[src/rtl/azadi_wb_pkg.sv]
// rtl/azadi_wb_pkg.sv - shared types and constants for the Azadi Wishbone initiator
package azadi_wb_pkg;

  // Default bus geometry: byte address and data widths
  localparam int WB_AW = 32;
  localparam int WB_DW = 32;

  // Read data returned when a cycle is abandoned by the timeout
  localparam logic [WB_DW-1:0] WB_ERR_DATA = '1;

  typedef enum logic [1:0] {
    IDLE = 2'd0,
    BUS  = 2'd1,
    RESP = 2'd2
  } wbm_state_e;

endpackage

[src/rtl/azadi_wb_master.sv]
// rtl/azadi_wb_master.sv - Wishbone classic single-beat initiator; optional ack timeout under AZADI_WB_MASTER_TIMEOUT_EN
module azadi_wb_master
  import azadi_wb_pkg::*;
#(
  parameter int AW             = WB_AW,
  parameter int DW             = WB_DW,
  parameter int TIMEOUT_CYCLES = 255
) (
  input  logic            wb_clk_i,
  input  logic            wb_rst_i,
  input  logic            req_valid_i,
  output logic            req_ready_o,
  input  logic            req_we_i,
  input  logic [AW-1:0]   req_addr_i,
  input  logic [DW-1:0]   req_wdata_i,
  input  logic [DW/8-1:0] req_sel_i,
  output logic            rsp_valid_o,
  output logic [DW-1:0]   rsp_rdata_o,
  output logic            rsp_err_o,
  output logic            wbm_cyc_o,
  output logic            wbm_stb_o,
  output logic            wbm_we_o,
  output logic [AW-1:0]   wbm_adr_o,
  output logic [DW-1:0]   wbm_dat_o,
  output logic [DW/8-1:0] wbm_sel_o,
  input  logic [DW-1:0]   wbm_dat_i,
  input  logic            wbm_ack_i
);

  wbm_state_e state;
  wbm_state_e state_next;
  logic       accept;
  logic       timeout_hit;

  // A zero timeout would abort every cycle before the responder can answer
  if (TIMEOUT_CYCLES < 1) begin : g_bad_timeout_cfg
    $error("azadi_wb_master: TIMEOUT_CYCLES must be at least 1");
  end

  assign accept = (state == IDLE) && req_valid_i;

  // All handshake and strobe outputs decode directly from the state register,
  // so nothing on the bus side reaches an output combinationally.
  assign req_ready_o = (state == IDLE);
  assign wbm_cyc_o   = (state == BUS);
  assign wbm_stb_o   = (state == BUS);
  assign rsp_valid_o = (state == RESP);

  // State register
  always_ff @(posedge wb_clk_i) begin
    if (wb_rst_i) begin
      state <= IDLE;
    end else begin
      state <= state_next;
    end
  end

  // Next-state logic: one bus cycle per request, always followed by a response beat
  always_comb begin
    state_next = state;
    unique case (state)
      IDLE: if (req_valid_i) state_next = BUS;
      BUS:  if (wbm_ack_i || timeout_hit) state_next = RESP;
      RESP: state_next = IDLE;
      default: state_next = IDLE;
    endcase
  end

  // Capture the request into the bus-side registers; they stay put while in BUS
  always_ff @(posedge wb_clk_i) begin
    if (wb_rst_i) begin
      wbm_we_o  <= 1'b0;
      wbm_adr_o <= '0;
      wbm_dat_o <= '0;
      wbm_sel_o <= '0;
    end else if (accept) begin
      wbm_we_o  <= req_we_i;
      wbm_adr_o <= req_addr_i;
      wbm_dat_o <= req_wdata_i;
      wbm_sel_o <= req_sel_i;
    end
  end

  // Response fields update only when a cycle ends and hold until the next one;
  // ack takes priority over a timeout landing in the same cycle.
  always_ff @(posedge wb_clk_i) begin
    if (wb_rst_i) begin
      rsp_rdata_o <= '0;
      rsp_err_o   <= 1'b0;
    end else if (state == BUS) begin
      if (wbm_ack_i) begin
        rsp_rdata_o <= wbm_we_o ? '0 : wbm_dat_i;
        rsp_err_o   <= 1'b0;
      end else if (timeout_hit) begin
        rsp_rdata_o <= {DW{WB_ERR_DATA[0]}};
        rsp_err_o   <= 1'b1;
      end
    end
  end

`ifdef AZADI_WB_MASTER_TIMEOUT_EN
  localparam int             CW      = $clog2(TIMEOUT_CYCLES + 1);
  localparam logic [CW-1:0]  TO_LAST = CW'(TIMEOUT_CYCLES - 1);

  logic [CW-1:0] to_cnt;

  // Count unacknowledged BUS cycles; idle outside BUS so every cycle starts from zero
  always_ff @(posedge wb_clk_i) begin
    if (wb_rst_i || (state != BUS)) begin
      to_cnt <= '0;
    end else if (!wbm_ack_i) begin
      to_cnt <= to_cnt + 1'b1;
    end
  end

  // Fires in the last permitted BUS cycle, so cyc is high exactly TIMEOUT_CYCLES cycles
  assign timeout_hit = (state == BUS) && (to_cnt == TO_LAST);
`else
  assign timeout_hit = 1'b0;
`endif

endmodule

[config.mk]
export PLATFORM = sky130hd
export DESIGN_NAME = azadi_wb_master
export DESIGN_NICKNAME = d
export VERILOG_FILES = /design/src/rtl/azadi_wb_pkg.sv /design/src/rtl/azadi_wb_master.sv
export SDC_FILE = /design/constraint.sdc
export NUM_CORES = 1
export LEC_CHECK = 0
export ABC_AREA = 1
export BUFFER_PORTS_ARGS = -buffer_cell sky130_fd_sc_hd__buf_2
export CAP_MARGIN = 5
export CORE_MARGIN = 8
export CORE_UTILIZATION = 30
export DETAILED_ROUTE_END_ITERATION = 6
export PLACE_DENSITY_LB_ADDON = 0.2
export SLEW_MARGIN = 20
export SYNTH_ARGS = -nofsm -noshare
export SYNTH_HDL_FRONTEND = slang
export SYNTH_SLANG_ARGS = --single-unit
[constraint.sdc]
create_clock -name wb_clk_i -period 1.05 [get_ports wb_clk_i]
set_input_delay 0.21 -clock wb_clk_i [delete_from_list [all_inputs] [get_ports wb_clk_i]]
set_output_delay 0.21 -clock wb_clk_i [all_outputs]
set_load 0.02 [all_outputs]
### Yosys cells after proc, flatten, opt, wreduce, memory -nomap -nowiden

Cells that the tools add are included.

| storage, ports and cells | value |
|---|---|
| bits in registers | 103 |
| input bits | 105 |
| output and inout bits | 106 |
| word-level logic and storage cells | 18 |

| cells by class | value |
|---|---|
| equality and inequality tests | 4 |
| mux-type cells | 4 |
| reduce and logical (&&, ||, !) cells | 4 |

Operators with widths:

| kind | count |
|---|---|
| 32-bit 2-to-1 mux | 1 |
| 2-bit 2-to-1 mux | 2 |
| 2-bit case mux with 2 select lines | 1 |
| 2-bit AND reduction | 2 |
| 2-bit by 1-bit equality test with 1-bit output, second input constant | 1 |
| 2-bit equality test, second input constant | 1 |
| 2-bit zero test | 1 |
| 2-bit by 1-bit != test with 1-bit output, second input constant | 1 |
| 2-bit != test, second input constant | 1 |
| 1-bit logical AND | 1 |

### Logic depth before layout (Yosys ltp)

| depth | value |
|---|---|
| depth after elaboration | 3 |
| depth in mapped cells | 7 |

### Least setup slack after synthesis

OpenSTA, ideal clock, no wires.

| timing path | value |
|---|---|
| path type | register to output |
| from | reg state[0] |
| to | out wbm_stb_o |
| data arrival time | 1.089 ns |
| setup slack | -0.249 ns |
| cell stages (with the launch flop) | 4 |
| cell sequence | dfxtp_1 > inv_1 > nor2_1 > buf_4 |

| between the ends | value |
|---|---|
| word-level cells in the longest chain between the ends | 1 |

RTL lines:

| item | RTL line | source |
|---|---|---|
| start, declared | azadi_wb_master.sv:30 | `wbm_state_e state;` |
| start signal, assigned | azadi_wb_master.sv:54 | `state <= state_next;` |
| 2-bit by 1-bit equality test with 1-bit output | -- |  |
| end, declared | azadi_wb_master.sv:21 | `output logic wbm_stb_o,` |

No other way between the ends.

### Final worst setup path

| timing path | value |
|---|---|
| from | reg state[1] |
| to | out wbm_stb_o |

| between the ends | value |
|---|---|
| word-level cells in the longest chain between the ends | 1 |

RTL lines:

| item | RTL line | source |
|---|---|---|
| 2-bit by 1-bit equality test with 1-bit output | azadi_wb_master.sv:46 | `assign wbm_stb_o = (state == BUS);` |

No other way between the ends.

==> results.md <==
- FF-to-FF End: wbm_dat_o[3]
- Worst r2r path cells: 8
- Crit Path Max Fanout: 3
- Ports: 211
- Final #Nets: 1016
- Row cnt: 44
- Area contributors post-synth: dfxtp_1, nor2_1, nand2_1, inv_1, nand3_1
- PD cells: 1454 nW/µm²
- Area share of the largest cell type after synthesis: 47.19%
- RSZ-0062 raised after global routing: yes
- Hold-fix buffers, CTS: 0
- Worst setup skew after layout: 0.003601 ns
- Router iterations before antenna repair: 4
- Setup crit end: wbm_stb_o
- Cell taking the most area after synthesis: dfxtp_1
- Post-synthesis compound-gate area fraction: 3.551%
- Mapped Area: 4369 µm²
- Post-DR wirelength/cell: 13.99 µm
- Multiplexer share of the synthesized area: 0%
- Final hold vios: 0
- DR DRC count: 0
- Post-route ant nets: 0
- Reg clk slew, reported paths: 0.07 ns
- Min cycle time layout: 1.311 ns
- Kind of critical path: flip-flop to output port
- Initial antenna violation count: 1
- Setup Viol. Count Final: 94
- Starting Density: 30.41%
- Via count: 4725
- Gr usage total: 15.52%
- Launch point of the worst path: state[1]
- Post-synthesis simple-gate area fraction: 35.25%
- Yosys warns: 0
- Max_cap viols: 0
- Worst R2R Start: state[0]
- Chip Width: 136.7 µm
- Core area: 14370 µm²
- CTS Buf Count: 9
- Violated checks: setup timing
- First-pass GRT wire length: 22960 µm
- Vias in the first global route: 4566
- Max VDD drop: 1.177 mV
- Min setup slack post-route: -0.2614 ns
- Largest net degree at the start of global routing: 48
- Commonest cells after routing, fill and taps aside: nor2_1, nand2_1, buf_6
- Startpoint types: flip-flop
- Clock Tree Buf Depth: 2
- Final worst-path cycle share: 124.9%
- Total grt overflow: 0
- Main combinational cell family by area after synthesis: simple AND/OR/NAND/NOR gates
- Vias per std cell: 4.299
- Yosys reg bits: 103
- CP arrival: 1.10 ns
- Synth unique cells: 15
- Xor/xnor share of the synthesized area: 0%
- Req. time, crit path: 0.84 ns
- DIE HEIGHT: 136.7 µm
- CTS tree: built
- Clk sinks: 103
- Final HPWL DP: 9935 µm
- Fraction of layout cells with a size suffix above 1: 51.58%
- Port Buffers: 209
- Synth Area in Adders: 0%
- Avg Inst Size Synth: 6.511 µm²
- Syn Inst Count: 671
- Diodes inserted: 0
- Worst R2R Setup Slack: -0.23 ns
- FMAX: 762.6 MHz
- Synth-to-Final Area Change: 80.70%
- Sum Neg Setup Slack: -12.85 ns
- CP Capture Type: output port
- Hold Slack: 0.06011 ns
- H-tree depth: 3
- Status: complete, but fails checks
- Die area: 18680 µm²
- Final Slew Violations: 0
- Drt initial violations: 144
- Drt total wl: 15380 µm
- Power, Total: 11480 µW
- Syn nets: 776
- Clk_lat worst skew: 0.34 ns
- Root buf cell: clkbuf_16
- Routability cong.: 0.7528
- Leakage: 0.004100 µW
- Hold Path Class: input pin to flip-flop
- Most common cell after layout, fill and taps aside: nor2_1
- Post-synthesis sequential area ratio: 47.19%
[power breakdown]
group	switching (µW)	internal, µW
logic	1560	1630
registers	240	4290
clock network	1450	2320
[worst max-delay path, stage by stage, from the launching register on]
cell and delay [ns]:
dfxtp_4 0.36, buf_6 0.12, nor2_4 0.14, buf_6 0.14
[worst min path at each step]
stage | startpoint | endpoint | slack [ns] | cells after the start
after floorplan | wb_rst_i | state[0] | 0.27 | 1
after global placement | wb_rst_i | state[0] | 0.43 | 2
after detailed placement | wb_rst_i | state[0] | 0.43 | 2
after CTS | wb_rst_i | state[0] | 0.06 | 2
after global routing | wb_rst_i | state[0] | 0.05 | 2
final | wb_rst_i | state[0] | 0.06 | 2
[per-layer routing]
layer  track usage [%]  routed length (µm)
met1             18.67                6634
met2             25.12                7302
met3             6.094                1237
met4             4.393                 193
met5                 0                   9
[stage by stage]
step | worst slack, ns | std cells | util [%] | instance area [µm²]
after detailed placement | -0.07592 | 1047 | 40.28 | 5788
after global placement | -0.06315 | 1047 | 40.28 | 5788
after CTS | -0.3107 | 1078 | 48.17 | 6922
final | -0.2614 | 1099 | 54.95 | 7895
after global routing | -0.3182 | 1099 | 54.95 | 7895
after floorplan | -0.02282 | 671 | - | 4388
[synthesized netlist by cell type]
cell type	number
nor2_1	173
nand2_1	137
inv_1	108
dfxtp_1	103
nand3_1	71
a21oi_1	31
clkbuf_1	23
buf_2	12
buf_1	5
buf_4	3
buf_6	1
conb_1	1
inv_2	1
nand3_2	1
nor2_4	1
[cell families (layout without fill, tap and decap cells)]
kind of cell	count (synthesis)	after routing
buffers and inverters	153	397
other	1	1
AO/OA/AOI/OAI	31	31
flip-flops	103	103
AND/OR/NAND/NOR	383	383
[timing repair]
item / in CTS / in global routing
gates cloned: 4 / 7
endpoints found under the setup margin: 187 / 183
pin swaps: 2 / 38
hold endpoints to repair: 0 / 0
resized for setup: 230 / 223
buffers inserted: 12 / 23
[state kept, by name (all words and copies together), names as in the netlist]
name	count
rsp_rdata_o	32
state	2
wbm_adr_o	32
wbm_dat_o	32
wbm_sel_o	4
wbm_we_o	1
[final cells by class]
type | instances | area, µm²
Clock inverter | 4 | 95.09
Tap cell | 184 | 230.2
Multi-Input combinational cell | 415 | 2058
Clock buffer | 11 | 232.7
Fill cell | 1421 | 6474
Timing Repair inverter | 1 | 11.26
Timing Repair Buffer | 272 | 2641
Inverter | 109 | 425.4
Sequential cell | 103 | 2201
Power figures use the tool's default switching activity.
